### src/rtl/mem_port_arbiter_pkg.sv
// Shared definitions for the two-port RAM arbiter: FSM encoding, port
// indices and the byte-mask to bit-mask expansion helper.
package mem_port_arbiter_pkg;

    typedef enum logic [0:0] {
        IDLE   = 1'b0,
        RMW_WR = 1'b1
    } state_e;

    localparam int P_FETCH = 0;
    localparam int P_LSU   = 1;

    // Widest word the mask helper supports, in bytes; callers zero-extend.
    localparam int MAX_BYTES = 128;

    // Replicate each byte-enable bit across its 8-bit lane.
    function automatic logic [MAX_BYTES*8-1:0] expand_mask(input logic [MAX_BYTES-1:0] m);
        logic [MAX_BYTES*8-1:0] r;
        r = '0;
        for (int k = 0; k < MAX_BYTES; k++) begin
            r[8*k +: 8] = {8{m[k]}};
        end
        return r;
    endfunction

endpackage

### src/rtl/mem_port_arbiter_rr_arbiter2.sv
// Two-way round-robin arbiter. A lone requester always wins; on a conflict
// the port named by rr_ptr wins. After every accept the pointer moves to the
// port that lost, so the loser of this cycle has priority next time.
module rr_arbiter2 (
    input  logic       clock,
    input  logic       reset,
    input  logic [1:0] req,
    input  logic       accept,
    output logic [1:0] grant
);

    logic rr_ptr_q;
    logic rr_ptr_d;

    // One-hot grant from the request vector and the priority pointer.
    always_comb begin
        grant = 2'b00;
        if (req == 2'b11) begin
            grant = rr_ptr_q ? 2'b10 : 2'b01;
        end else begin
            grant = req;
        end
    end

    // Pointer moves to the non-granted port only when a request is taken.
    always_comb begin
        rr_ptr_d = rr_ptr_q;
        if (accept) begin
            rr_ptr_d = grant[0];
        end
    end

    // Pointer register; port 0 has priority out of reset.
    always_ff @(posedge clock) begin
        if (reset) begin
            rr_ptr_q <= 1'b0;
        end else begin
            rr_ptr_q <= rr_ptr_d;
        end
    end

endmodule

### src/rtl/mem_port_arbiter.sv
// Shares one combinational-read single-port RAM between the fetch port (p0)
// and the load/store port (p1). Reads, full writes and null writes take one
// cycle; partial-mask writes read the word in the accept cycle and write the
// merged word in a following RMW_WR cycle during which both ports stall.
//
// Handshake: a request transfers in the cycle where pN_req_valid and
// pN_req_ready are both high; ready never depends on the response side.
// pN_rsp_valid is a single-cycle pulse with no back-pressure.
module mem_port_arbiter
    import mem_port_arbiter_pkg::*;
#(
    parameter int WIDTH = 32,
    parameter int DEPTH = 1024,
    localparam int AW   = $clog2(DEPTH),
    localparam int NB   = WIDTH / 8
) (
    input  logic             clock,
    input  logic             reset,
    input  logic             p0_req_valid,
    output logic             p0_req_ready,
    input  logic [AW-1:0]    p0_addr,
    input  logic             p0_we,
    input  logic [NB-1:0]    p0_wmask,
    input  logic [WIDTH-1:0] p0_wdata,
    output logic             p0_rsp_valid,
    output logic [WIDTH-1:0] p0_rsp_data,
    input  logic             p1_req_valid,
    output logic             p1_req_ready,
    input  logic [AW-1:0]    p1_addr,
    input  logic             p1_we,
    input  logic [NB-1:0]    p1_wmask,
    input  logic [WIDTH-1:0] p1_wdata,
    output logic             p1_rsp_valid,
    output logic [WIDTH-1:0] p1_rsp_data,
    output logic             ram_we,
    output logic [AW-1:0]    ram_addr,
    output logic [WIDTH-1:0] ram_wdata,
    input  logic [WIDTH-1:0] ram_rdata,
    output state_e           dbg_state
);

    state_e            state_q, state_d;
    logic [AW-1:0]     addr_q, addr_d;
    logic              owner_q, owner_d;
    logic [WIDTH-1:0]  merged_q, merged_d;
    logic [AW-1:0]     last_addr_q, last_addr_d;
    logic [1:0]        rsp_valid_q, rsp_valid_d;
    logic [WIDTH-1:0]  rsp_data0_q, rsp_data0_d;
    logic [WIDTH-1:0]  rsp_data1_q, rsp_data1_d;

    logic [1:0]        req;
    logic [1:0]        grant;
    logic              accept;
    logic              can_accept;

    logic [AW-1:0]     sel_addr;
    logic              sel_we;
    logic [NB-1:0]     sel_mask;
    logic [WIDTH-1:0]  sel_wdata;
    logic              sel_full;
    logic              sel_partial;

    logic [MAX_BYTES-1:0]   mask_ext;
    logic [MAX_BYTES*8-1:0] mask_bits_all;
    logic [WIDTH-1:0]       bit_mask;
    logic                   unused_mask_hi;

    assign req        = {p1_req_valid, p0_req_valid};
    assign can_accept = (state_q == IDLE) && !reset;
    assign accept     = can_accept && (grant != 2'b00);

    assign p0_req_ready = can_accept && grant[P_FETCH];
    assign p1_req_ready = can_accept && grant[P_LSU];

    rr_arbiter2 u_rr (
        .clock  (clock),
        .reset  (reset),
        .req    (req),
        .accept (accept),
        .grant  (grant)
    );

    // Fields of whichever request is granted this cycle.
    always_comb begin
        sel_addr  = grant[P_LSU] ? p1_addr  : p0_addr;
        sel_we    = grant[P_LSU] ? p1_we    : p0_we;
        sel_mask  = grant[P_LSU] ? p1_wmask : p0_wmask;
        sel_wdata = grant[P_LSU] ? p1_wdata : p0_wdata;
    end

    // Byte-lane mask expanded to a per-bit mask for the merge.
    always_comb begin
        mask_ext           = '0;
        mask_ext[NB-1:0]   = sel_mask;
        mask_bits_all      = expand_mask(mask_ext);
        bit_mask           = mask_bits_all[WIDTH-1:0];
        unused_mask_hi     = ^mask_bits_all;
        sel_full           = (sel_mask == {NB{1'b1}});
        sel_partial        = (sel_mask != '0) && !sel_full;
    end

    // RAM drive: direct write for full masks, merged word in RMW_WR; the
    // address holds its previous value when nothing is happening.
    always_comb begin
        ram_we    = 1'b0;
        ram_addr  = last_addr_q;
        ram_wdata = merged_q;
        if (state_q == RMW_WR) begin
            ram_we    = !reset;
            ram_addr  = addr_q;
            ram_wdata = merged_q;
        end else if (accept) begin
            ram_we    = sel_we && sel_full;
            ram_addr  = sel_addr;
            ram_wdata = sel_wdata;
        end
    end

    // Next-state, RMW capture and response generation.
    always_comb begin
        state_d     = state_q;
        addr_d      = addr_q;
        owner_d     = owner_q;
        merged_d    = merged_q;
        last_addr_d = ram_addr;
        rsp_valid_d = 2'b00;
        rsp_data0_d = rsp_data0_q;
        rsp_data1_d = rsp_data1_q;
        case (state_q)
            IDLE: begin
                if (accept) begin
                    if (sel_we && sel_partial) begin
                        state_d  = RMW_WR;
                        addr_d   = sel_addr;
                        owner_d  = grant[P_LSU];
                        merged_d = (ram_rdata & ~bit_mask) | (sel_wdata & bit_mask);
                    end else if (grant[P_LSU]) begin
                        rsp_valid_d[P_LSU] = 1'b1;
                        rsp_data1_d        = (sel_we && sel_full) ? sel_wdata : ram_rdata;
                    end else begin
                        rsp_valid_d[P_FETCH] = 1'b1;
                        rsp_data0_d          = (sel_we && sel_full) ? sel_wdata : ram_rdata;
                    end
                end
            end
            RMW_WR: begin
                state_d = IDLE;
                if (owner_q) begin
                    rsp_valid_d[P_LSU] = 1'b1;
                    rsp_data1_d        = merged_q;
                end else begin
                    rsp_valid_d[P_FETCH] = 1'b1;
                    rsp_data0_d          = merged_q;
                end
            end
            default: state_d = IDLE;
        endcase
    end

    // State and registered outputs; reset drops any pending RMW write.
    always_ff @(posedge clock) begin
        if (reset) begin
            state_q     <= IDLE;
            addr_q      <= '0;
            owner_q     <= 1'b0;
            merged_q    <= '0;
            last_addr_q <= '0;
            rsp_valid_q <= 2'b00;
            rsp_data0_q <= '0;
            rsp_data1_q <= '0;
        end else begin
            state_q     <= state_d;
            addr_q      <= addr_d;
            owner_q     <= owner_d;
            merged_q    <= merged_d;
            last_addr_q <= last_addr_d;
            rsp_valid_q <= rsp_valid_d;
            rsp_data0_q <= rsp_data0_d;
            rsp_data1_q <= rsp_data1_d;
        end
    end

    assign p0_rsp_valid = rsp_valid_q[P_FETCH];
    assign p1_rsp_valid = rsp_valid_q[P_LSU];
    assign p0_rsp_data  = rsp_data0_q;
    assign p1_rsp_data  = rsp_data1_q;
    assign dbg_state    = state_q;

endmodule

### config.mk
export PLATFORM = sky130hd
export DESIGN_NAME = mem_port_arbiter
export DESIGN_NICKNAME = d
export VERILOG_FILES = /design/src/rtl/mem_port_arbiter_pkg.sv /design/src/rtl/mem_port_arbiter_rr_arbiter2.sv /design/src/rtl/mem_port_arbiter.sv
export SDC_FILE = /design/constraint.sdc
export NUM_CORES = 1
export LEC_CHECK = 0
export BUFFER_PORTS_ARGS = -buffer_cell sky130_fd_sc_hd__buf_2
export CAP_MARGIN = 10
export CORE_MARGIN = 1
export CORE_UTILIZATION = 56
export DETAILED_ROUTE_END_ITERATION = 6
export PLACE_DENSITY = 0.87
export SLEW_MARGIN = 20
export SYNTH_ARGS = -nofsm -noshare
export SYNTH_HDL_FRONTEND = slang
export SYNTH_HIERARCHICAL = 1
export SYNTH_SLANG_ARGS = --single-unit
### constraint.sdc
create_clock -name clock -period 3.6 [get_ports clock]
set_input_delay 0.72 -clock clock [delete_from_list [all_inputs] [get_ports clock]]
set_output_delay 0.72 -clock clock [all_outputs]
set_load 0.1 [all_outputs]
After elaboration in Yosys (flattened, before gate mapping)
Cells that the tools add are included.

storage, ports and cells
  register bits after elaboration = 121
  input bits = 130
  output and inout bits = 112
  word-level logic and storage cells = 69

cells by class
  equality and inequality tests = 8
  mux-type cells = 33
  bitwise logic cells = 5
  reductions and logical operators = 14

operators with widths
  operator                                                                 count
  32-bit 2-to-1 mux                                                        12
  32-bit case mux with 2 select lines                                      2
  32-bit bitwise AND                                                       2
  32-bit inverter                                                          1
  32-bit bitwise OR                                                        1
  10-bit 2-to-1 mux                                                        3
  2-bit inequality test, second input constant                             5
  1-bit 2-to-1 mux                                                         9
  2-bit 2-to-1 mux                                                         4
  4-bit AND reduction                                                      2
  1-bit logical AND                                                        7
  4-bit equality test, second input constant                               1
  4-bit 2-to-1 mux                                                         1
  2-bit case mux with 2 select lines                                       1
  4-bit nonzero test                                                       1
  3-bit AND reduction                                                      1
  2-bit equality test, second input constant                               1
  1-bit logical NOT                                                        2
  2-bit by 1-bit inequality test with 1-bit output, second input constant  1
  1-bit case mux with 2 select lines                                       1
  2-bit nonzero test                                                       1
  1-bit inverter                                                           1

Longest topological paths before layout
Gate-level depths: netlist of run 1.

  depth in word-level cells = 10
  mapped depth = 10

Modules after synthesis
Netlist of run 1, hierarchy kept.

by module, submodules not included
  module            instances  cells an instance  area an instance (um^2)  seq. area each (um^2)
  mem_port_arbiter  1          900                7622.3                   2402.3
  rr_arbiter2       1          7                  67.6                     20.0

Worst setup path before layout of run 1
No wires, ideal clock.

  path type = input to output
  start = input port p1_req_valid
  end = output port ram_wdata[10]
  arrival = 3.816 ns
  slack = -0.936 ns
  stages = 7
  path buffers = 4
  cell sequence = a21boi_0 -> buf_6 -> buf_6 -> buf_4 -> buf_4 -> mux2i_1 -> o21ai_0

on the way
  longest elaborated chain between the ends = 6

ends and longest elaborated chain
  item                 line                                source
  start, declared      mem_port_arbiter.sv:27              input logic p1_req_valid,
  2-bit equality test  mem_port_arbiter_rr_arbiter2.sv:18  if (req == 2'b11) begin
  2-bit 2-to-1 mux *   mem_port_arbiter_rr_arbiter2.sv:18
  2-bit nonzero test   mem_port_arbiter.sv:70              assign accept = can_accept && (grant != 2'b00);
  1-bit logical AND    mem_port_arbiter.sv:70
  32-bit 2-to-1 mux *  mem_port_arbiter.sv:112             end else if (accept) begin
  32-bit 2-to-1 mux *  mem_port_arbiter.sv:108             if (state_q == RMW_WR) begin
  end, declared        mem_port_arbiter.sv:37              output logic [WIDTH-1:0] ram_wdata,

Mark *: on every way between the ends. The rest lies on a longest branch, timed or not.

Final worst setup path of run 1
  start = register u_rr.rr_ptr_q
  end = output port ram_wdata[12]

on the way
  longest elaborated chain between the ends = 6

ends and longest elaborated chain
  item                    line                                source
  start, declared         mem_port_arbiter_rr_arbiter2.sv:12  logic rr_ptr_q;
  start signal, assigned  mem_port_arbiter_rr_arbiter2.sv:38  rr_ptr_q <= rr_ptr_d;
  2-bit 2-to-1 mux *      mem_port_arbiter_rr_arbiter2.sv:19  grant = rr_ptr_q ? 2'b10 : 2'b01;
  2-bit 2-to-1 mux *      mem_port_arbiter_rr_arbiter2.sv:18
  net grant[1]            mem_port_arbiter.sv:52              logic [1:0] grant;
  2-bit nonzero test      mem_port_arbiter.sv:70
  1-bit logical AND       mem_port_arbiter.sv:70
  32-bit 2-to-1 mux *     mem_port_arbiter.sv:112
  32-bit 2-to-1 mux *     mem_port_arbiter.sv:108

Mark *: on every way through the listed nets, which the timed path passes. The rest lies on a longest branch.

==> results of run 1 <==
## registers in the layout (all words and copies together) (netlist names)
name / cells
merged_q: 32
rsp_valid_q: 2
addr_q: 10
u_rr/rr_ptr_q: 1
p0_rsp_data: 32
last_addr_q: 10
p1_rsp_data: 32
dbg_state: 1
owner_q: 1
## power by group
group / switching, uW / internal (uW)
clock network: 604 / 1200
logic: 1690 / 694
registers: 91.9 / 1470
## logic make-up (layout without fill, tap and decap cells)
group           count (synthesis)  count (layout)  share of synthesized area
mux                           122             122                     0.1608
compound gates                286             286                     0.2545
buf+inv                        97             301                    0.06948
simple gates                  281             281                     0.2003
other cells                     0               1                          0
flops                         121             121                     0.3150
## layout by cell type, fill, tap and decap left out, types with 2 or more instances in the layout
cell       Yosys  routed
inv_1          4       4
and2_1         2       2
nor2b_1       11      10
clkbuf_16      0      17
nand2_1       77      76
a211oi_2      11      11
clkbuf_1      48       3
a31oi_1       64      64
o21ai_0       43      10
mux2_2         2       2
or2_2         33      33
buf_2         22     198
clkbuf_8       0       3
mux2i_1      119     118
o21ai_2        0      32
o221ai_2       0      10
clkinv_2       0       3
bufinv_16      0       4
o21bai_1      64      64
a211oi_1      53      53
dfxtp_1      121     120
nor2_1        34      34
nand4_1        2       2
nand2b_1     108     107
nand3_1        3       3
buf_4          7      20
buf_12         0      48
nand4_4        1       2
a21oi_1       35      34
## metrics by stage
step             util  worst slack [ps]  setup TNS (ps)
3_5_place_dp   0.7328             460.2               0
6_report       0.7797             439.9               0
3_3_place_gp   0.7328             515.9               0
4_1_cts        0.7795             432.0               0
2_1_floorplan       -            -369.9          -369.9
5_1_grt        0.7795             338.8               0
## worst paths after layout
path	slack, ps	from	endpoint	cells after the start
worst min-delay path	480	addr_q[0]$_SDFFE_PP0P_	addr_q[0]$_SDFFE_PP0P_	2
worst min register to register	480	addr_q[0]$_SDFFE_PP0P_	addr_q[0]$_SDFFE_PP0P_	2
worst max-delay path	440	u_rr/rr_ptr_q$_SDFFE_PP0P_	ram_wdata[12]	6
worst max register to register	800	u_rr/rr_ptr_q$_SDFFE_PP0P_	merged_q[11]$_SDFFE_PP0P_	8
## critical path: cells and delay by family, from the launching register on
family / cells / cell delay (ps)
buf+inv: 3 / 680
mux: 1 / 420
flops: 1 / 380
compound gates: 2 / 520
## area by class of cell
class / count / area (um^2) / share of cell area
Multi-Input combinational cell: 689 / 4982 / 0.4806
Antenna cell: 1 / 2.502 / 0.0002414
Timing Repair Buffer: 266 / 2102 / 0.2028
Inverter: 4 / 15.01 / 0.001448
Clock buffer: 23 / 478.0 / 0.04611
Clock inverter: 8 / 142.6 / 0.01376
Tap cell: 176 / 220.2 / 0.02124
Sequential cell: 121 / 2424 / 0.2338
## metal layers
| layer | vias up | track usage |
|---|---|---|
| li1 | 3645 | - |
| met1 | 3798 | 0.4089 |
| met2 | 398 | 0.5923 |
| met3 | 81 | 0.06657 |
| met4 | 0 | 0.1867 |
| met5 | - | 0 |
==> results.sh, run 1 <==
export IMPL_cap_violations=0
export IMPL_powerDensity_nw_per_um2=555.5
export IMPL_tritoncts="done"
export IMPL_synth_common_cells="121 x dfxtp_1, 119 x mux2i_1, 108 x nand2b_1, 77 x nand2_1"
export IMPL_fin_crit_ps=3160
export IMPL_wl_per_cell_um=19.24
export IMPL_io_buffers=241
export IMPL_antenna_found_initial=0
export IMPL_drc_errors=1
export IMPL_drv_slew=0
export IMPL_worstSetupEndpointType="primary output"
export IMPL_synthesis_area_um2=7690
export IMPL_stdcell_count=1288
export IMPL_ys_warn_count=6
export IMPL_cp_required_ps=2880
export IMPL_setup_viol=0
export IMPL_ys_seq_area_frac=0.3150
export IMPL_viasPerCell=6.151
export IMPL_violations="DRC"
export IMPL_insertion_delay_ps=420
export IMPL_drt_total_wl_um=24780
export IMPL_relSlewSlack=0.3495
export IMPL_hold_buffers=0
export IMPL_grt_pass1_wl_um=39020
export IMPL_fmax_mhz=316.4
export IMPL_synth_most_common_cell="dfxtp_1"
export IMPL_top_layer_used="met4"
export IMPL_vdd_drop_max_mv=0.3437
export IMPL_path_clk_slew_ps=50
export IMPL_yosys_top_cells_area="dfxtp_1 32%, mux2i_1 15%, nand2b_1 8.8%, o21bai_1 6.2%, a31oi_1 5.2%"
export IMPL_grt_ovfl_total=0
export IMPL_rows=42
export IMPL_h_tree_depth=4
export IMPL_cp_cell_sequence="inv_1 > a21boi_4 > buf_4 > mux2i_1 > o21ai_2 > buf_12"
export IMPL_async_reset_ff_frac=0
export IMPL_crit_path_start_kind="flip-flop"
export IMPL_hold_class="flip-flop to flip-flop"
export IMPL_synthFlopType="dfxtp_1"
export IMPL_netlist_instances=907
export IMPL_power_uw=5758
export IMPL_drt_first_pass_iters=7
export IMPL_num_vias=7922
export IMPL_crit_path_max_incr_delay_ps=420
export IMPL_root_buffer="clkbuf_16"
export IMPL_die_w_um=119.2
export IMPL_grt_pass1_vias=7785
export IMPL_fillers=853
export IMPL_worstSetupPathType="flip-flop to primary output"
export IMPL_crit_fanout=17
export IMPL_core_area_um2=13300
export IMPL_final_layout_size_suffix_gt1_frac=0.3600
export IMPL_synth_top_area_share=0.3150
export IMPL_grt_start_max_net_pins=113
export IMPL_hpwl_um=16320
export IMPL_dp_cells=1256
export IMPL_syn_num_nets=1037
export IMPL_die_h_um=119.2
export IMPL_clock_sinks=121
export IMPL_first_iter_violations=824
export IMPL_period_share=0.8778
export IMPL_grt_use_total=0.3469
export IMPL_initial_core_util=0.5784
export IMPL_wirelength_met1_um=9777
export IMPL_arrival_ps=2440
export IMPL_cp_slowest_cell="mux2i_1"
export IMPL_syn_to_final_growth_pct=34.80
export IMPL_dieArea_um2=14210
export IMPL_synth_edf_count=0
export IMPL_layout_nets=1229
export IMPL_holdWs_ps=476.0
export IMPL_dr_wl_met2_um=12360
export IMPL_antenna_left=0
export IMPL_clock_path_buffers=2
export IMPL_worst_pin_slew_ps=975.7
export IMPL_cts_buffers=17
export IMPL_hold_viol=0
export IMPL_fin_area_um2=10370
export IMPL_power_leakage_uw=0.004396
export IMPL_ys_seq_elements=121
export IMPL_wl_met3_um=1697
export IMPL_ctsResizeCount=0
export IMPL_yosysTopAreaCell="dfxtp_1"
export IMPL_placedInstanceArea_um2=9743
export IMPL_post_cts_buffers=0
export IMPL_pin_count=242
export IMPL_fin_skew_ps=6.627
export IMPL_place_congestion=0.8146
export IMPL_status="complete, but fails checks"
export IMPL_syn_area_per_cell_um2=8.478
export IMPL_ys_types=41
export IMPL_rsz0062_at_grt="false"
Power figures use the tool's default switching activity.
==> run 2, diff against run 1 <==
--- a/config.mk
+++ b/config.mk
@@ -8,9 +8,9 @@
 export BUFFER_PORTS_ARGS = -buffer_cell sky130_fd_sc_hd__buf_2
 export CAP_MARGIN = 10
 export CORE_MARGIN = 1
-export CORE_UTILIZATION = 56
+export CORE_UTILIZATION = 52
 export DETAILED_ROUTE_END_ITERATION = 6
-export PLACE_DENSITY = 0.87
+export PLACE_DENSITY = 0.81
 export SLEW_MARGIN = 20
 export SYNTH_ARGS = -nofsm -noshare
 export SYNTH_HDL_FRONTEND = slang
==> constraint.sdc (replaced) <==
create_clock -name clock -period 3.2 [get_ports clock]
set_input_delay 0.64 -clock clock [delete_from_list [all_inputs] [get_ports clock]]
set_output_delay 0.64 -clock clock [all_outputs]
set_load 0.1 [all_outputs]
==> results.sh, run 2 (same netlist as run 1, synthesis figures left out) <==
export IMPL_status="complete, but fails checks"
export IMPL_violations="DRC"
export IMPL_cts_buffers=17
export IMPL_place_congestion=0.8798
export IMPL_drc_errors=2
export IMPL_holdPathEnd="addr_q[6]$_SDFFE_PP0P_"
export IMPL_worst_pin_slew_ps=1052
export IMPL_cp_slowest_cell="dfxtp_1"
export IMPL_tritoncts="done"
export IMPL_period_share=0.9490
export IMPL_hold_class="flip-flop to flip-flop"
export IMPL_grt_pass1_wl_um=37370
export IMPL_crit_path_start_kind="flip-flop"
export IMPL_fin_area_um2=10370
export IMPL_root_buffer="clkbuf_16"
export IMPL_die_w_um=123.6
export IMPL_powerDensity_nw_per_um2=590.9
export IMPL_cp_cell_sequence="inv_1 > a21boi_4 > buf_4 > nor2_1 > buf_4 > o21ai_0 > o221ai_2 > buf_12"
export IMPL_holdWs_ps=473.4
export IMPL_pin_count=242
export IMPL_fillers=1112
export IMPL_drt_total_wl_um=24310
export IMPL_hold_viol=0
export IMPL_io_buffers=241
export IMPL_worst_r2r_path_depth=8
export IMPL_r2r_setup_slack_ps=380
export IMPL_hold_depth=2
export IMPL_worstSetupPathType="flip-flop to primary output"
export IMPL_setup_ws_ps=163.3
export IMPL_fin_util=0.7165
export IMPL_fin_skew_ps=5.016
export IMPL_crit_buf_inv=4
export IMPL_setup_tns_final_ps=0
export IMPL_grt_pass1_vias=7253
export IMPL_first_iter_violations=687
export IMPL_min_from="addr_q[6]$_SDFFE_PP0P_"
export IMPL_drt_first_pass_iters=7
export IMPL_crit_path_max_incr_delay_ps=380
export IMPL_grt_ovfl_total=0
export IMPL_power_leakage_uw=0.004403
export IMPL_antenna_found_initial=1
export IMPL_placedInstanceArea_um2=9829
export IMPL_syn_to_final_growth_pct=34.90
export IMPL_wl_per_cell_um=18.69
export IMPL_fin_crit_ps=3037
export IMPL_layout_nets=1237
export IMPL_cpLargestDelayFamily="compound AO/OA/AOI/OAI gates"
export IMPL_initial_core_util=0.5311
export IMPL_setup_viol=0
export IMPL_cp_common_cell="buf_4"
export IMPL_rsz0062_at_grt="false"
export IMPL_viasPerCell=5.942
export IMPL_rows=44
export IMPL_final_cell_mix="198 x buf_2, 120 x dfxtp_1, 118 x mux2i_1, 107 x nand2b_1, 76 x nand2_1"
export IMPL_core_area_um2=14480
export IMPL_worstSetupEndpointType="primary output"
export IMPL_cp_required_ps=2560
export IMPL_final_layout_size_suffix_gt1_frac=0.3638
export IMPL_fmax_mhz=329.3
export IMPL_path_clk_slew_ps=50
export IMPL_die_h_um=123.6
export IMPL_antenna_left=0
export IMPL_drv_slew=0
export IMPL_pre_cts_slack_ps=143.0
export IMPL_relSlewSlack=0.2972
export IMPL_num_vias=7731
export IMPL_h_tree_depth=4
export IMPL_clock_path_buffers=2
export IMPL_hpwl_um=16090
export IMPL_crit_fanout=10
export IMPL_vdd_drop_max_mv=0.4232
export IMPL_r2r_end="merged_q[19]$_SDFFE_PP0P_"
export IMPL_grt_start_max_net_pins=70
export IMPL_grt_use_total=0.3167
export IMPL_cap_violations=0
export IMPL_clock_sinks=121
export IMPL_arrival_ps=2400
export IMPL_reg2reg_from="u_rr/rr_ptr_q$_SDFFE_PP0P_"
export IMPL_final_common_cell="buf_2"
export IMPL_dieArea_um2=15280
export IMPL_insertion_delay_ps=410
[run 2: cell count changes in the layout (fill, tap and decap cells not counted), sizes merged]
cell / before / now
buf: 266 / 274
bufinv: 4 / 0
clkbuf: 23 / 24
clkinv: 3 / 4
clkinvlp: 1 / 0
[run 2: power by group]
group | leakage (uW) | internal, uW | switching [uW] | total (uW)
Sequential | 0.000992 | 1660 | 109 | 1770
Clock | 0.000257 | 1050 | 639 | 1690
Combinational | 0.00315 | 793 | 1880 | 2680
Total | 0.00440 | 3500 | 2630 | 6130
[run 2: timing repair]
item                       4_1_cts  5_1_grt
resized for setup                0        2
setup buffers                    0        3
setup endpoints to repair        0        8
hold buffers                     0        0
[run 2: tightest hold or removal path: stages (launching register included)]
cell and delay [ps]:
dfxtp_1 310, nand2b_1 60, mux2i_1 60
[run 2: worst max-delay path by stage]
| stage | startpoint | cells after the start | endpoint | slack [ps] |
|---|---|---|---|---|
| 2_1_floorplan | p1_req_valid | 7 | ram_wdata[23] | -50 |
| 3_3_place_gp | p1_req_valid | 7 | merged_q[11]$_SDFFE_PP0P_ | 240 |
| 3_5_place_dp | p1_req_valid | 7 | merged_q[24]$_SDFFE_PP0P_ | 140 |
| 4_1_cts | u_rr/rr_ptr_q$_SDFFE_PP0P_ | 8 | ram_we | 30 |
| 5_1_grt | u_rr/rr_ptr_q$_SDFFE_PP0P_ | 8 | ram_addr[5] | 80 |
| 6_report | u_rr/rr_ptr_q$_SDFFE_PP0P_ | 8 | ram_addr[1] | 160 |
[run 2: metrics by stage]
step,std cells,power [uW]
6_report,1301,6129
3_3_place_gp,1269,4412
4_1_cts,1297,6127
2_1_floorplan,907,3740
5_1_grt,1301,6346
3_5_place_dp,1269,4444
[run 2: final cells by class]
type	instances	area (um^2)	area share
timing repair buffer	274	2182	0.2103
clock inverter	4	20.02	0.001930
clock buffer	24	491.7	0.04740
tap	184	230.2	0.02219
inverter	4	15.01	0.001447
antenna	1	2.502	0.0002412
sequential	121	2424	0.2336
multi-input combinational	689	5009	0.4828
[run 2: per-layer routing]
metal / part of all wire / track usage
met1: 0.42 / 0.3969
met2: 0.49 / 0.5267
met3: 0.068 / 0.07692
met4: 0.022 / 0.1130
met5: 0 / 0
